[src/rtl/sigmoid_pkg.sv]
// Shared constants for the sigmoid segment selector: breakpoints, per-segment
// gradient/offset coefficients (all Q8.8) and the segment-index type.
package sigmoid_pkg;

  localparam int FRAC = 8;

  // Breakpoints on |x|; each is the inclusive lower bound of the next segment.
  localparam logic [15:0] BP1 = 16'h0100;  // 1.0
  localparam logic [15:0] BP2 = 16'h0260;  // 2.375
  localparam logic [15:0] BP3 = 16'h0500;  // 5.0

  localparam logic [15:0] GRAD0 = 16'h0040;  // 0.25
  localparam logic [15:0] GRAD1 = 16'h0020;
  localparam logic [15:0] GRAD2 = 16'h0008;
  localparam logic [15:0] GRAD3 = 16'h0000;

  localparam logic [15:0] OFF0 = 16'h0080;  // 0.5
  localparam logic [15:0] OFF1 = 16'h00A0;
  localparam logic [15:0] OFF2 = 16'h00D8;
  localparam logic [15:0] OFF3 = 16'h0100;  // 1.0

  typedef logic [1:0] seg_t;

  localparam seg_t SEG0 = 2'd0;
  localparam seg_t SEG1 = 2'd1;
  localparam seg_t SEG2 = 2'd2;
  localparam seg_t SEG3 = 2'd3;

endpackage

[src/rtl/sigmoid_segment_sel_abs_sat.sv]
// Combinational saturating absolute value for two's complement samples.
// The most negative code has no positive counterpart and clamps to max positive.
module abs_sat #(
  parameter int BITS = 16
) (
  input  logic [BITS-1:0] a_i,
  output logic [BITS-1:0] y_o
);

  // Negate negative inputs; the most negative value saturates instead of wrapping.
  always_comb begin
    // NOTE: assign a default before any branch so no path leaves y_o unassigned (no latch).
    y_o = a_i;
    if (a_i[BITS-1]) begin
      if (a_i == {1'b1, {(BITS-1){1'b0}}}) begin
        y_o = {1'b0, {(BITS-1){1'b1}}};
      end else begin
        y_o = -a_i;
      end
    end
  end

endmodule

[src/rtl/sigmoid_segment_sel.sv]
// Two-stage pipelined segment selector for the piecewise-linear sigmoid.
// S1 registers the sample and its saturated magnitude; S2 picks the segment
// and registers x, gradient, offset and seg. Stall-based valid/ready, no skid.
// Optional feature: define SIGMOID_SATURATE_EN to add the flat seg3 region.
module sigmoid_segment_sel
  import sigmoid_pkg::*;
#(
  parameter int BITS = 16
) (
  input  logic            clk,
  input  logic            rst,
  input  logic            in_valid,
  output logic            in_ready,
  input  logic [BITS-1:0] in_x,
  output logic            out_valid,
  input  logic            out_ready,
  output logic [BITS-1:0] x,
  output logic [BITS-1:0] gradient,
  output logic [BITS-1:0] offset,
  output logic [1:0]      seg
);

  logic            s1_valid_q;
  logic [BITS-1:0] s1_x_q;
  logic [BITS-1:0] s1_ax_q;
  logic [BITS-1:0] ax_w;

  logic            s2_valid_q;
  logic [BITS-1:0] x_q;
  logic [BITS-1:0] grad_q;
  logic [BITS-1:0] off_q;
  seg_t            seg_q;

  logic [BITS-1:0] grad_d;
  logic [BITS-1:0] off_d;
  seg_t            seg_d;

  logic s1_en;
  logic s2_en;

  abs_sat #(.BITS(BITS)) u_abs_sat (
    .a_i (in_x),
    .y_o (ax_w)
  );

  // Stage enables: a stage may load when it is empty or its consumer is taking its data.
  always_comb begin
    s2_en    = !s2_valid_q || out_ready;
    s1_en    = !s1_valid_q || s2_en;
    in_ready = s1_en;
  end

  // S1 register: capture the accepted sample and its magnitude; hold while stalled.
  always_ff @(posedge clk) begin
    // NOTE: sequential state uses non-blocking assignments so every register samples pre-edge values.
    if (rst) begin
      s1_valid_q <= 1'b0;
      // NOTE: data registers are reset too, so outputs read as 0 rather than X after reset.
      s1_x_q     <= '0;
      s1_ax_q    <= '0;
    end else if (s1_en) begin
      s1_valid_q <= in_valid;
      if (in_valid) begin
        s1_x_q  <= in_x;
        s1_ax_q <= ax_w;
      end
    end
  end

  // Segment select on the unsigned magnitude; seg2 is the top segment unless saturation is built in.
  always_comb begin
    seg_d  = SEG2;
    grad_d = GRAD2;
    off_d  = OFF2;
    if (s1_ax_q < BP1) begin
      seg_d  = SEG0;
      grad_d = GRAD0;
      off_d  = OFF0;
    end else if (s1_ax_q < BP2) begin
      seg_d  = SEG1;
      grad_d = GRAD1;
      off_d  = OFF1;
    end
`ifdef SIGMOID_SATURATE_EN
    else if (s1_ax_q >= BP3) begin
      seg_d  = SEG3;
      grad_d = GRAD3;
      off_d  = OFF3;
    end
`endif
  end

  // S2 register: output fields, loaded only when a valid S1 sample advances.
  always_ff @(posedge clk) begin
    if (rst) begin
      s2_valid_q <= 1'b0;
      x_q        <= '0;
      grad_q     <= '0;
      off_q      <= '0;
      seg_q      <= SEG0;
    end else if (s2_en) begin
      s2_valid_q <= s1_valid_q;
      if (s1_valid_q) begin
        x_q    <= s1_x_q;
        grad_q <= grad_d;
        off_q  <= off_d;
        seg_q  <= seg_d;
      end
    end
  end

  assign out_valid = s2_valid_q;
  assign x         = x_q;
  assign gradient  = grad_q;
  assign offset    = off_q;
  assign seg       = seg_q;

endmodule

[config.mk]
export PLATFORM = sky130hd
export DESIGN_NAME = sigmoid_segment_sel
export DESIGN_NICKNAME = d
export VERILOG_FILES = /design/src/rtl/sigmoid_pkg.sv /design/src/rtl/sigmoid_segment_sel_abs_sat.sv /design/src/rtl/sigmoid_segment_sel.sv
export SDC_FILE = /design/constraint.sdc
export NUM_CORES = 1
export LEC_CHECK = 0
export ABC_CLOCK_PERIOD_IN_PS = 1300
export CAP_MARGIN = 20
export CORE_MARGIN = 2
export CORE_UTILIZATION = 40
export CTS_CLUSTER_DIAMETER = 50
export DETAILED_ROUTE_END_ITERATION = 7
export PLACE_DENSITY = 0.84
export SLEW_MARGIN = 30
export SYNTH_ARGS = -nofsm -noshare
export SYNTH_HDL_FRONTEND = slang
export SYNTH_HIERARCHICAL = 1
export SYNTH_SLANG_ARGS = --single-unit
[constraint.sdc]
create_clock -name clk -period 1.3 [get_ports clk]
set_input_delay 0.195 -clock clk [delete_from_list [all_inputs] [get_ports clk]]
set_output_delay 0.195 -clock clk [all_outputs]
set_load 0.01 [all_outputs]
* After elaboration in Yosys (flattened, before gate mapping)
Index checks and enable logic that the tools add are counted.
** Word-level totals
- Bits in registers :: 84
- Bits in latches :: 0
- Bits in writable memories :: 0
- Bits in read-only memories :: 0
- Input port bits :: 20
- Output and inout bits :: 52
- Word-level logic and storage cells :: 26
- Memories :: 0
** Cells by class
- Add/subtract/negate cells :: 1
- $mul :: 0
- Div/mod/pow operators :: 0
- Magnitude comparators :: 2
- Equality and inequality tests :: 1
- Shifts and indexed selects :: 0
- Mux-type cells :: 8
- Bitwise logic cells :: 0
- Reduce and logical (&&, ||, !) cells :: 6
** Operator list (count)
- $mux W16 :: 2
- $mux W7 :: 3
- $eq A16 B16 Y1 const B :: 1
- $lt A16 B10 Y1 const B :: 1
- $lt A16 B9 Y1 const B :: 1
- $neg A16 Y16 :: 1
- $mux W6 :: 1
- $mux W2 :: 2
- $reduce_and A2 Y1 :: 2
- $logic_not A1 Y1 :: 2
- $logic_or A1 B1 Y1 :: 2

* Logic depth before layout (Yosys ltp)
- Word-level depth :: 4
- Gate-level depth with buffers :: 8
- Depth with buffers taken out :: 7

* Modules after synthesis
The synthesis kept the hierarchy.
** Modules (own cells, without submodules)
- sigmoid_segment_sel :: instances 1, cells each 250, area each 1964.4 µm², sequential area each 980.9 µm²
- abs_sat :: instances 1, cells each 67, area each 417.9 µm², sequential area each 0.0 µm²

* Worst setup path before layout
OpenSTA, ideal clock, no wires.
- Path kind :: in2reg
- From :: input port in_x[2]
- To :: register s1_ax_q[11]
- Library setup time :: 0.070 ns
- Arrival :: 1.353 ns
- Data required time :: 1.230 ns
- Path slack :: -0.123 ns
- Stages :: 6
- Path buffers :: 0
- Cell sequence :: nor4_4 > nand3_1 > o31ai_2 > mux2i_1 > nand2_1 > a21oi_1
** On the way
- Longest elaborated chain between the ends :: 3
- Elaborated cells between the ends (all ways) :: 4
- Those cells by class :: 1 x add/sub; 1 x eq/ne; 2 x mux
** Ends and longest elaborated chain
- start: declaration :: RTL line sigmoid_segment_sel.sv:14 : input logic [BITS-1:0] in_x,
- $neg A16 Y16 / $eq A16 B16 Y1 (equally long branches) :: RTL line sigmoid_segment_sel_abs_sat.sv:18, sigmoid_segment_sel_abs_sat.sv:15
- $mux W16 (*) :: RTL line sigmoid_segment_sel_abs_sat.sv:15 : if (a_i == {1'b1, {(BITS-1){1'b0}}}) begin
- $mux W16 (*) :: RTL line sigmoid_segment_sel_abs_sat.sv:14 : if (a_i[BITS-1]) begin
- net ax_w[11] :: RTL line sigmoid_segment_sel.sv:26 : logic [BITS-1:0] ax_w;
- end signal: assignment :: RTL line sigmoid_segment_sel.sv:65 : s1_ax_q <= ax_w;
- end: declaration :: RTL line sigmoid_segment_sel.sv:25 : logic [BITS-1:0] s1_ax_q;
Mark *: on every way through the listed nets, which the timed path passes. The rest lies on a longest branch.
A chain may end at the register's enable or synchronous reset.

* Final worst setup path
- From :: input port in_x[8]
- To :: register s1_ax_q[14]
Same word-level chain as after synthesis.

==> metrics.md <==
| Metric | Value |
|---|---|
| Synth Instances | `303` |
| First-pass GRT wire length | `8670 um` |
| Static Leak | `1.41 nW` |
| Largest net degree at the start of global routing | `33` |
| Status | `finished with violations` |
| VDD IR max | `0.520 mV` |
| CTS tree | `yes` |
| CORE AREA | `5540 um^2` |
| Max-cap violation count | `0` |
| Tot GR Track Use | `0.173` |
| CP endpoint kind | `flop` |
| Vias per inst | `4.94` |
| Ant diodes | `0` |
| Initial antenna violation count | `0` |
| CTS Buf Count | `5` |
| Starting density of the core | `0.416` |
| WL final | `5940 um` |
| CTS Hold Bufs | `0` |
| Slew Limit Fails | `0` |
| Critical Path Max Stage Delay | `0.30 ns` |
| Die Wd | `79.9 um` |
| Power, Total | `3.11 mW` |
| Worst slack, placed | `-0.640 ns` |
| Unrepaired setup endpoints after global routing | `yes` |
| Vias in the first global route | `1834` |
| Setup CP Type | `in -> reg` |
| Tmin final | `1.36 ns` |
| FP Rows | `27` |
| Final Hold Violating Endpoints | `0` |
| Starting DRC count in detailed routing | `168` |
| CP Buf/Inv Count | `2` |
| Final setup vio count | `3` |
| Critical path data arrival time | `1.60 ns` |
| Final worst setup slack | `-0.0607 ns` |
| Die ar. | `6390 um^2` |
| Hold Crit Class | `in -> reg` |
| PwrDens | `970 nW/um^2` |
| CP delay by family, top | `compound AO/OA/AOI/OAI gates` |
| Wirelength per Cell | `13.3 um` |
| RD Place Congestion | `0.904` |
| Yosys warns | `6` |
| Layout cells sized above 1 | `0.240` |
| Layout area overhead | `39.1%` |
| # IOs | `72` |
| Clock Sinks | `49` |
| Die height | `79.9 um` |
| Worst path required time | `1.54 ns` |
| Syn avg cell area | `7.61 um^2` |
| Antenna Nets Post-Route | `0` |
| Clk_skew | `0.0103 ns` |
| Startpoint types | `input port` |
| Routed via count | `2208` |
| Clk_lat worst skew | `0.31 ns` |
| Drt pass-1 iters | `4` |
| Violated checks | `setup timing` |
| Grt ovf | `0` |
| Post-Syn Area | `2310 um^2` |
| Port buffer count | `47` |
| H-tree Lvls | `2` |
| Period Utilization, post-route | `1.05` |
| Clock Path Buffers | `2` |
| CTS clk-pin slew, worst paths | `0.09 ns` |
| FMAX | `0.735 GHz` |
| Crit path max fanout | `5` |
| Root Buffer | `clkbuf_8` |
| DP HPWL | `3720 um` |
| Layout net count | `395` |
| Residual DRC | `0` |
| Worst-path cell chain | `clkdlybuf4s15_1 -> nor3_2 -> buf_4 -> nand4_1 -> o311ai_1 -> o21a_1 -> nand2_1 -> a21oi_2` |
| Slowest-stage cell, CP | `o311ai_1` |
[worst register-to-register path, cell delays in order (launching register included)]
cell	delay [ns]
dfxtp_2	0.34
nor4_4	0.29
o211ai_1	0.16
or3_4	0.40
a21oi_2	0.11
[what timing repair did]
action / CTS / global route
setup endpoints to repair: 40 / 12
cloned: 0 / 0
pin swaps: 9 / 22
resized for setup: 69 / 41
setup buffers: 5 / 5
[where the power goes]
| group | switching [mW] | internal [mW] | leakage (nW) |
|---|---|---|---|
| registers | 0.0443 | 1.57 | 0.403 |
| clock network | 0.515 | 0.384 | 0.0456 |
| logic | 0.323 | 0.271 | 0.960 |
| total | 0.883 | 2.23 | 1.41 |
[worst paths after layout]
kind	end	from	depth (start not counted)	slack, ns
max	s1_ax_q[14]	in_x[8]	8	-0.06
min	s1_x_q[4]	in_x[4]	4	0.24
max reg2reg	seg[0]	s1_ax_q[11]	4	-0.05
min reg2reg	x[0]	s1_x_q[0]	2	0.45
[through the flow]
| stage | TNS, ns | utilization | std cells | hold WS (ns) | cell area, um^2 |
|---|---|---|---|---|---|
| after floorplan | -0.429 | - | 326 | 0.324 | 2400 |
| after global placement | -11.23 | 0.533 | 431 | 0.438 | 2950 |
| after detailed placement | -12.60 | 0.533 | 431 | 0.445 | 2950 |
| after CTS | -0.0503 | 0.556 | 444 | 0.268 | 3080 |
| after global routing | -0.424 | 0.579 | 447 | 0.248 | 3210 |
| final | -0.152 | 0.579 | 447 | 0.238 | 3210 |
[layout by cell type, fill, tap and decap left out, drive strengths merged, types with 2 or more instances in the layout]
master	count
nand2	94
a21oi	54
dfxtp	49
buf	45
dlygate4sd2	29
conb	24
clkbuf	11
nor2	9
inv	8
clkdlybuf4s15	4
nor3	4
nor4	3
clkdlybuf4s50	3
dlymetal6s2s	3
and3	3
mux2i	3
o21ai	3
nand3	3
and2	2
nand4	2
a221oi	2
a31oi	2
xnor2	2
a211oi	2
[registers in the layout (all words and copies together) (netlist names)]
register / count
seg: 1
x: 16
gradient: 1
out_valid: 1
offset: 2
s1_valid_q: 1
s1_ax_q: 11
s1_x_q: 16
[final cells by class]
type / instances / area, um^2
clock inverter: 2 / 13.8
tap: 72 / 90.1
fill: 483 / 2330
timing repair buffer: 89 / 795
multi-input combinational: 222 / 1220
clock buffer: 6 / 72.6
inverter: 7 / 26.3
sequential: 49 / 986
[metal layers]
metal	GRT usage	vias up	share of wire
li1	-	1088	-
met1	0.221	1032	0.42
met2	0.275	78	0.48
met3	0.0452	10	0.075
met4	0.0763	0	0.025
met5	0	-	0
Power figures use the tool's default switching activity.
